## config.mk

```make
export PLATFORM = sky130hd
export DESIGN_NAME = io_bridge_flat
export DESIGN_NICKNAME = d
export VERILOG_FILES = /design/src/rtl/io_bridge_if.sv /design/src/rtl/io_bridge.sv /design/src/flat_wrapper.sv
export SDC_FILE = /design/constraint.sdc
export NUM_CORES = 1
export LEC_CHECK = 0
export ABC_AREA = 1
export BUFFER_PORTS_ARGS = -buffer_cell sky130_fd_sc_hd__buf_2
export CAP_MARGIN = 25
export CORE_MARGIN = 1.5
export CORE_UTILIZATION = 45
export CTS_CLUSTER_SIZE = 28
export DETAILED_ROUTE_END_ITERATION = 7
export PLACE_DENSITY = 0.71
export SLEW_MARGIN = 25
export SYNTH_ARGS = -nofsm -noshare
export SYNTH_HDL_FRONTEND = slang
export SYNTH_SLANG_ARGS = --single-unit
```

## constraint.sdc

```tcl
create_clock -name clk_i -period 3.3 [get_ports clk_i]
set_input_delay 0 -clock clk_i [delete_from_list [all_inputs] [get_ports clk_i]]
set_output_delay 0 -clock clk_i [all_outputs]
set_load 0.01 [all_outputs]
```

## src/rtl/io_bridge_if.sv

```systemverilog
// Processor/RAM/stream bundle for io_bridge.
//   cpu_*    : processor bus (address, rw, write data in, read data out)
//   ram_*    : RAM side (address, write enable, write data, read data)
//   tx_*     : outbound byte stream, bridge is the source
//   rx_*     : inbound byte stream, bridge is the sink
// slave  : the bridge's view
// master : the environment's view (CPU, RAM model, stream peers)
interface io_bridge_if;
  logic [7:0]  cpu_adrs;
  logic        cpu_rw;
  logic [7:0]  cpu_dout;
  logic [15:0] cpu_din;
  logic [7:0]  ram_adrs;
  logic        ram_rw;
  logic [7:0]  ram_din;
  logic [15:0] ram_dout;
  logic [7:0]  tx_data;
  logic        tx_valid;
  logic        tx_ready;
  logic [7:0]  rx_data;
  logic        rx_valid;
  logic        rx_ready;

  modport slave (
    input  cpu_adrs, cpu_rw, cpu_dout, ram_dout, tx_ready, rx_data, rx_valid,
    output cpu_din, ram_adrs, ram_rw, ram_din, tx_data, tx_valid, rx_ready
  );

  modport master (
    output cpu_adrs, cpu_rw, cpu_dout, ram_dout, tx_ready, rx_data, rx_valid,
    input  cpu_din, ram_adrs, ram_rw, ram_din, tx_data, tx_valid, rx_ready
  );
endinterface

```

## src/rtl/io_bridge.sv

```systemverilog
// Memory-mapped I/O bridge. Addresses outside the 16-byte window at IO_BASE
// pass straight to RAM; inside the window a TX FIFO, a status register and a
// one-byte RX holding register are decoded locally.
// Ports:
//   clk_i : system clock, all state on posedge
//   clr_i : synchronous reset, active-high
//   bus   : io_bridge_if.slave (cpu_*, ram_*, tx_*, rx_*)
// Register map (offset within window):
//   0x0 W  TXDATA  push byte into TX FIFO
//   0x1 R  STATUS  {8'h00, 4'h0, ovf, rx_full, tx_full, tx_empty}
//   0x1 W  STATUS  bit3 = 1 clears ovf
//   0x2 R  RXDATA  {8'h00, rx_hold}, clears rx_full
module io_bridge #(
  parameter logic [7:0] IO_BASE    = 8'hF0,
  parameter int         FIFO_DEPTH = 4
) (
  input  logic       clk_i,
  input  logic       clr_i,
  io_bridge_if.slave bus
);

  localparam int         PW      = $clog2(FIFO_DEPTH);
  localparam logic [PW:0] PTR_ONE = 1;

  logic [7:0]  mem_q [FIFO_DEPTH];
  logic [PW:0] wr_ptr_q, wr_ptr_d;
  logic [PW:0] rd_ptr_q, rd_ptr_d;
  logic        ovf_q, ovf_d;
  logic        rx_full_q, rx_full_d;
  logic [7:0]  rx_hold_q, rx_hold_d;
  logic        prev_rw_q, prev_rw_d;
  logic [7:0]  prev_adrs_q, prev_adrs_d;
  logic        prev_valid_q, prev_valid_d;

  logic        io_hit;
  logic [3:0]  offset;
  logic        new_access;
  logic        tx_empty, tx_full;
  logic        tx_pop, push_req, tx_push, ovf_set, ovf_clr, rx_pop, rx_cap;
  logic [15:0] io_rdata;

  assign io_hit = (bus.cpu_adrs[7:4] == IO_BASE[7:4]);
  assign offset = bus.cpu_adrs[3:0];

  // Side effects fire only on the first edge of a run of identical accesses.
  assign new_access = !prev_valid_q || (prev_rw_q != bus.cpu_rw)
                      || (prev_adrs_q != bus.cpu_adrs);

  // Extra wrap bit distinguishes full from empty when the indices match.
  assign tx_empty = (wr_ptr_q == rd_ptr_q);
  assign tx_full  = (wr_ptr_q[PW] != rd_ptr_q[PW])
                    && (wr_ptr_q[PW-1:0] == rd_ptr_q[PW-1:0]);

  assign tx_pop   = !tx_empty && bus.tx_ready;
  assign push_req = io_hit && bus.cpu_rw && (offset == 4'h0) && new_access;
  // A pop in the same cycle frees a slot, so a full FIFO still accepts.
  assign tx_push  = push_req && (!tx_full || tx_pop);
  assign ovf_set  = push_req && tx_full && !tx_pop;
  assign ovf_clr  = io_hit && bus.cpu_rw && (offset == 4'h1) && new_access
                    && bus.cpu_dout[3];
  assign rx_pop   = io_hit && !bus.cpu_rw && (offset == 4'h2) && new_access;
  assign rx_cap   = bus.rx_valid && !rx_full_q;

  always_comb begin
    io_rdata = 16'h0000;
    case (offset)
      4'h1:    io_rdata = {8'h00, 4'h0, ovf_q, rx_full_q, tx_full, tx_empty};
      4'h2:    io_rdata = {8'h00, rx_hold_q};
      default: io_rdata = 16'h0000;
    endcase
  end

  assign bus.cpu_din  = io_hit ? io_rdata : bus.ram_dout;
  assign bus.ram_adrs = bus.cpu_adrs;
  assign bus.ram_din  = bus.cpu_dout;
  assign bus.ram_rw   = bus.cpu_rw && !io_hit;
  assign bus.tx_valid = !tx_empty;
  assign bus.tx_data  = tx_empty ? 8'h00 : mem_q[rd_ptr_q[PW-1:0]];
  assign bus.rx_ready = !rx_full_q;

  always_comb begin
    wr_ptr_d     = wr_ptr_q;
    rd_ptr_d     = rd_ptr_q;
    ovf_d        = ovf_q;
    rx_full_d    = rx_full_q;
    rx_hold_d    = rx_hold_q;
    prev_rw_d    = bus.cpu_rw;
    prev_adrs_d  = bus.cpu_adrs;
    prev_valid_d = 1'b1;

    if (tx_pop)  rd_ptr_d = rd_ptr_q + PTR_ONE;
    if (tx_push) wr_ptr_d = wr_ptr_q + PTR_ONE;

    // Set has priority over a same-cycle clear.
    if (ovf_clr) ovf_d = 1'b0;
    if (ovf_set) ovf_d = 1'b1;

    if (rx_pop) rx_full_d = 1'b0;
    if (rx_cap) begin
      rx_full_d = 1'b1;
      rx_hold_d = bus.rx_data;
    end
  end

  always_ff @(posedge clk_i) begin
    if (clr_i) begin
      wr_ptr_q     <= '0;
      rd_ptr_q     <= '0;
      ovf_q        <= 1'b0;
      rx_full_q    <= 1'b0;
      rx_hold_q    <= 8'h00;
      prev_rw_q    <= 1'b0;
      prev_adrs_q  <= 8'h00;
      prev_valid_q <= 1'b0;
    end else begin
      wr_ptr_q     <= wr_ptr_d;
      rd_ptr_q     <= rd_ptr_d;
      ovf_q        <= ovf_d;
      rx_full_q    <= rx_full_d;
      rx_hold_q    <= rx_hold_d;
      prev_rw_q    <= prev_rw_d;
      prev_adrs_q  <= prev_adrs_d;
      prev_valid_q <= prev_valid_d;
    end
  end

  // Storage is left uninitialised on reset; the pointers alone define contents.
  always_ff @(posedge clk_i) begin
    if (tx_push && !clr_i) mem_q[wr_ptr_q[PW-1:0]] <= bus.cpu_dout;
  end

endmodule

```

## src/flat_wrapper.sv

```systemverilog
// flat-port wrapper written by rule: the top's interface ports become plain ports
module io_bridge_flat 
#(
  parameter logic [7:0] IO_BASE    = 8'hF0,
  parameter int         FIFO_DEPTH = 4
)
  (clk_i, clr_i, bus_cpu_adrs, bus_cpu_rw, bus_cpu_dout, bus_ram_dout, bus_tx_ready, bus_rx_data, bus_rx_valid, bus_cpu_din, bus_ram_adrs, bus_ram_rw, bus_ram_din, bus_tx_data, bus_tx_valid, bus_rx_ready);
  io_bridge_if bus_i ();
  input  logic clk_i;
  input  logic clr_i;
  input wire logic [$bits(bus_i.cpu_adrs)-1:0] bus_cpu_adrs;
  input wire logic [$bits(bus_i.cpu_rw)-1:0] bus_cpu_rw;
  input wire logic [$bits(bus_i.cpu_dout)-1:0] bus_cpu_dout;
  input wire logic [$bits(bus_i.ram_dout)-1:0] bus_ram_dout;
  input wire logic [$bits(bus_i.tx_ready)-1:0] bus_tx_ready;
  input wire logic [$bits(bus_i.rx_data)-1:0] bus_rx_data;
  input wire logic [$bits(bus_i.rx_valid)-1:0] bus_rx_valid;
  output wire logic [$bits(bus_i.cpu_din)-1:0] bus_cpu_din;
  output wire logic [$bits(bus_i.ram_adrs)-1:0] bus_ram_adrs;
  output wire logic [$bits(bus_i.ram_rw)-1:0] bus_ram_rw;
  output wire logic [$bits(bus_i.ram_din)-1:0] bus_ram_din;
  output wire logic [$bits(bus_i.tx_data)-1:0] bus_tx_data;
  output wire logic [$bits(bus_i.tx_valid)-1:0] bus_tx_valid;
  output wire logic [$bits(bus_i.rx_ready)-1:0] bus_rx_ready;
  assign bus_i.cpu_adrs = bus_cpu_adrs;
  assign bus_i.cpu_rw = bus_cpu_rw;
  assign bus_i.cpu_dout = bus_cpu_dout;
  assign bus_i.ram_dout = bus_ram_dout;
  assign bus_i.tx_ready = bus_tx_ready;
  assign bus_i.rx_data = bus_rx_data;
  assign bus_i.rx_valid = bus_rx_valid;
  assign bus_cpu_din = bus_i.cpu_din;
  assign bus_ram_adrs = bus_i.ram_adrs;
  assign bus_ram_rw = bus_i.ram_rw;
  assign bus_ram_din = bus_i.ram_din;
  assign bus_tx_data = bus_i.tx_data;
  assign bus_tx_valid = bus_i.tx_valid;
  assign bus_rx_ready = bus_i.rx_ready;
  io_bridge #(.IO_BASE(IO_BASE), .FIFO_DEPTH(FIFO_DEPTH)) u_core (.clk_i(clk_i), .clr_i(clr_i), .bus(bus_i));
endmodule
```

### Word-level counts from Yosys, hierarchy flattened

Memory sizes are Yosys's and may differ from the RTL's. A register that Yosys moved wholly into a read port is not among the register bits.
Cells that the tools add are included.

* register bits after elaboration: 26
* memory bits (writable): 32
* input port bits: 45
* memories: 1

Memories
* u_core.mem_q: words 4, bits a word 8, rd ports 1, clocked after Yosys merged registers in 1, wr ports 1, RTL line io_bridge.sv:25 `logic [7:0] mem_q [FIFO_DEPTH];`

* $add $sub $neg: 2
* equality and inequality tests: 8
* multiplexer cells: 12
* reduce and logical (&&, ||, !) cells: 31

Operator list (count)
* logical AND 1 bit: 17
* two-way mux 16 bit: 1
* one-hot mux 8 bit (2 select lines): 1
* zero test 1 bit: 8
* two-way mux 8 bit: 1
* != test 8 bit: 1
* two-way mux 1 bit: 7
* adder 3 x 1 -> 3 bit, second input constant: 2
* equality test 4 x 1 -> 1 bit, second input constant: 1
* equality test 4 x 2 -> 1 bit, second input constant: 1
* equality test 4 bit, second input constant: 1
* zero test 4 bit: 1
* two-way mux 2 bit: 2
* nonzero test 2 bit: 2
* equality test 3 bit: 1
* logical OR 1 bit: 3
* equality test 2 bit: 1
* != test 1 bit: 2

### Longest topological paths before layout

* word-level depth: 8
* mapped depth: 11
* mapped depth without buffers: 11

### Least setup slack after synthesis

OpenSTA, ideal clock, no wires.

* path type: reg2reg
* from: register u_core.wr_ptr_q[2]
* to: memory u_core.mem_q[0][0] (enable)
* library setup time: 371 ps
* arrival time: 1351 ps
* required time: 2929 ps
* slack: 1578 ps
* cell stages (with the launch flop): 8
* clock period less this slack: 1722 ps
* cells stage by stage: dfxtp_1 > xnor2_2 > nor2_4 > nand2_4 > nand3_4 > inv_2 > nand2_2 > nor2_1

* word-level cells in the longest chain between the ends: 8
* elaborated cells between the ends (all ways): 11
* those cells by class: 2 x eq/ne; 2 x mux; 7 x reduce/logical

Ends and longest elaborated chain
* start, declared: RTL line io_bridge.sv:26 `logic [PW:0] wr_ptr_q, wr_ptr_d;`
* start signal, assigned: RTL line io_bridge.sv:116 `wr_ptr_q <= wr_ptr_d;`
* equality test 3 bit or != test 1 bit (tied branches): RTL line io_bridge.sv:50, io_bridge.sv:51
* zero test 1 bit or logical AND 1 bit (tied branches): RTL line io_bridge.sv:54, io_bridge.sv:52
* logical AND 1 bit or zero test 1 bit (tied branches): RTL line io_bridge.sv:54, io_bridge.sv:57
* logical OR 1 bit (*): RTL line io_bridge.sv:57 `assign tx_push = push_req && (!tx_full || tx_pop);`
* logical AND 1 bit (*): RTL line io_bridge.sv:57
* logical AND 1 bit (*): RTL line io_bridge.sv:129 `if (tx_push && !clr_i) mem_q[wr_ptr_q[PW-1:0]] <= bus.cpu_dout;`
* two-way mux 1 bit (*): RTL line io_bridge.sv:129
* two-way mux 1 bit (implied by the code) (*): RTL line io_bridge.sv:129
* end, declared: RTL line io_bridge.sv:25

Mark *: on every way between the ends. The rest lies on a longest branch, timed or not.

### Final worst setup path

* from: input port bus_cpu_adrs[6]
* to: memory u_core.mem_q[2][2] (enable)

* word-level cells in the longest chain between the ends: 8
* elaborated cells between the ends (all ways): 10
* those cells by class: 2 x eq/ne; 2 x mux; 6 x reduce/logical

Ends and longest elaborated chain
* start, declared: RTL line flat_wrapper.sv:11 `input wire logic [$bits(bus_i.cpu_adrs)-1:0] bus_cpu_adrs;`
* equality test 4 bit: RTL line io_bridge.sv:42 `assign io_hit = (bus.cpu_adrs[7:4] == IO_BASE[7:4]);`
* logical AND 1 bit (2 in series): RTL line io_bridge.sv:55 `assign push_req = io_hit && bus.cpu_rw && (offset == 4'h0) && new_access;`
* logical AND 1 bit (*): RTL line io_bridge.sv:55
* logical AND 1 bit (*): RTL line io_bridge.sv:57
* logical AND 1 bit (*): RTL line io_bridge.sv:129
* two-way mux 1 bit (*): RTL line io_bridge.sv:129
* two-way mux 1 bit (implied by the code) (*): RTL line io_bridge.sv:129

Marks and branches as above.

==> impl_metrics.csv <==
group,metric,value,unit
run_status,violations,"DRC",
critical_path,critPathTopFamily,"simple AND/OR/NAND/NOR gates",
die,io_pins,88,
finish,nets,510,
critical_path,crit_fanout,22,
worst_hold_path,hold_path_class,"in -> reg",
timing,min_period,2.156,ns
logic_synthesis,syn-cell-area,3068,um^2
die,start_util,0.4750,
clock_tree,clockBufferDepth,2,
drt,wl,6421,um
critical_path,critPathKind,"in -> reg",
grt,grt_max_degree,23,
logic_synthesis,syn_inst,363,
finish,drive_above_1_share,0.2753,
pwr,vdd_ir_drop_max,0.3596,mV
timing,tns,0,ns
logic_synthesis,muxShareOfSynthArea,0,
drt,ant_nets,0,
critical_path,arrival,2.11,ns
clock_tree,cts_tree,"yes",
logic_synthesis,synth-xor-area-share,0.02447,
logic_synthesis,ys_ff_latch,60,
logic_synthesis,ys_async_sr_fraction,0,
die,die_area,7322,um^2
timing,max-slew-margin-rel,0.5537,
grt,grt_pass1_wl,10360,um
logic_synthesis,synthAdderAreaFrac,0.02039,
logic_synthesis,synthTopCellsByCount,"nor2_1, nand2_1, inv_1",
timing,skew,0.007904,ns
grt,grt_pass1_vias,2409,
drt,drt_iter0_markers,136,
run_status,status,"complete, but fails checks",
drt,drc,4,
timing,setup_violations,0,
critical_path,crit_path_end_kind,"register",
logic_synthesis,synth_flop_cell,"edfxtp_1",
run,cap_violations,0,
finish,multi_input_comb_area,1200,um^2
logic_synthesis,synth.distinct_cells,33,
logic_synthesis,synthTopCellsByArea,"edfxtp_1, dfxtp_1, nor2_1, nand2_1, inv_1",
die,fp-row-count,29,
grt,antenna_found_initial,0,
die,die_x,85.57,um
timing,hold_slack,0.02635,ns
critical_path,path_cells,"dlygate4sd3_1 -> buf_2 -> nand4_4 -> clkinv_2 -> nand2_4 -> nor2_8 -> nand3_4 -> inv_2 -> nand2_2 -> nor2_1",
finish,fill_cells,574,
placed_design,portBuffers,87,
logic_synthesis,synth.most_common_cell,"nor2_1",
logic_synthesis,synth_top_area_frac,0.3132,
timing,fmax,463.9,MHz
pwr,p_leak,1.873,nW
finish,fin_area,3889,um^2
drt,wl_per_cell,11.85,um
timing,rsz0062_at_grt,"no",
placed_design,gp_congestion,0.7971,
finish,syn_to_final_growth,26.75,%
logic_synthesis,synth-simple-area-share,0.2696,
logic_synthesis,synth_warnings,0,
pwr,p_total,1.812,mW
placed_design,placed_area,3442,um^2
placed_design,dpl.hpwl,4691,um
timing,fin_crit_sh,0.6532,
critical_path,cp_num_buf_inv,4,
logic_synthesis,synth-compound-area-share,0.07667,
drt,via_per_inst,4.655,
grt,overflow,0,
drt,drt_first_pass_iters,6,
critical_path,start_kind,"input pin",
logic_synthesis,ys_seq_area_frac,0.4959,
clock_tree,root_buffer,"clkbuf_8",
logic_synthesis,syn-num-nets,413,
critical_path,required,3.26,ns
clock_tree,clk_pin_slew,0.07,ns
timing,hold_violations,0,
clock_tree,cts_setup_buffers,0,
logic_synthesis,synth_enable_flop_cells,32,
die,coreArea,6459,um^2
finish,diodes,0,
pwr,power_density,466.0,nW/um^2
clock_tree,numCtsBuffers,9,
finish,seq_area,1521,um^2
critical_path,cp_slowest_cell,"dlygate4sd3_1",
timing,tightest_slew,0.6670,ns
clock_tree,cts.sinks,60,
logic_synthesis,syn_area_per_cell,8.452,um^2
timing,final_max_slew_viol_count,0,
clock_tree,h-tree-depth,3,
logic_synthesis,synth_area_leader_cell,"edfxtp_1",
drt,vias,2523,
die,die_h,85.57,um
logic_synthesis,synth_top_family_by_area,"simple AND/OR/NAND/NOR gates",
critical_path,slowest_delay,0.54,ns
clock_tree,clock_latency,0.33,ns
grt,track_usage,0.1839,
-- tightest hold or removal path, cell delays in order --
cell	delay, ns
buf_2	0.13
inv_1	0.12
nor2_1	0.05
-- metrics by stage --
| stage | worst slack [ns] | instances | util |
|---|---|---|---|
| finish | 1.144 | 542 | 0.6021 |
| CTS | 1.162 | 542 | 0.6021 |
| floorplan | 1.578 | 363 | - |
| global placement | 1.413 | 503 | 0.5329 |
| global route | 1.013 | 542 | 0.6021 |
| detailed placement | 1.322 | 503 | 0.5329 |
-- cells in the final DEF (no fill, tap or decap), drive strengths merged --
cell type    instances
bufinv               2
nand3b               1
inv                 49
nand3               13
buf                 87
a31oi                4
nor2                81
nor3                 1
clkinv               3
xor2                 1
ha                   5
clkinvlp             2
dlygate4sd3         23
a21oi                7
or2                  1
clkbuf              10
xnor2                5
o21ai               18
nand2               80
dfxtp               28
edfxtp              32
nand4                4
o32ai                8
-- sequential cells by signal (all words and copies together), names as in the netlist, named ones only --
register	flops
u_core.prev_adrs_q	8
u_core.ovf_q	1
u_core.mem_q	32
u_core.prev_rw_q	1
u_core.prev_valid_q	1
u_core.rx_full_q	1
u_core.rd_ptr_q	3
u_core.wr_ptr_q	3
u_core.rx_hold_q	8
-- path summary, 6_finish.rpt --
check	start	endpoint	slack, ns	cells after the start
min	bus_cpu_adrs[1]	u_core.prev_adrs_q[1]	0.03	3
max reg2reg	u_core.wr_ptr_q[0]	u_core.mem_q[2][2]	1.34	8
max	bus_cpu_adrs[6]	u_core.mem_q[2][2]	1.14	10
min reg2reg	u_core.ovf_q	u_core.ovf_q	0.47	2
-- logic make-up after synthesis --
kind of cell,count (synthesis)
AOI/OAI and AO/OA,37
xor gates and xnor gates,6
adders and majority gates,5
buffers and inverters,74
DFF,60
and+or+nand+nor,181
-- layout make-up --
cell class / count / share of cell area
flip-flops and latches: 60 / 0.3912
inverters: 50 / 0.04858
clock inverters: 6 / 0.02284
repair buffers: 110 / 0.1712
well taps: 77 / 0.02477
multi-input cells: 229 / 0.3086
clock buffers: 10 / 0.03282
-- report_power, final --
part / internal (mW) / switching (mW)
combinational: 0.119 / 0.154
clock: 0.425 / 0.282
sequential: 0.807 / 0.0251
-- timing repair --
item                      in CTS  in global routing
hold buffers                  23                  0
resized for setup              0                  0
hold endpoints to repair      47                  0
-- metal layers --
layer | up-vias | GRT usage | share of wire
li1 | 1332 | - | -
met1 | 1119 | 0.2174 | 0.43
met2 | 62 | 0.3185 | 0.50
met3 | 10 | 0.04524 | 0.045
met4 | 0 | 0.07918 | 0.019
met5 | - | 0 | 0
Power figures use the tool's default switching activity.
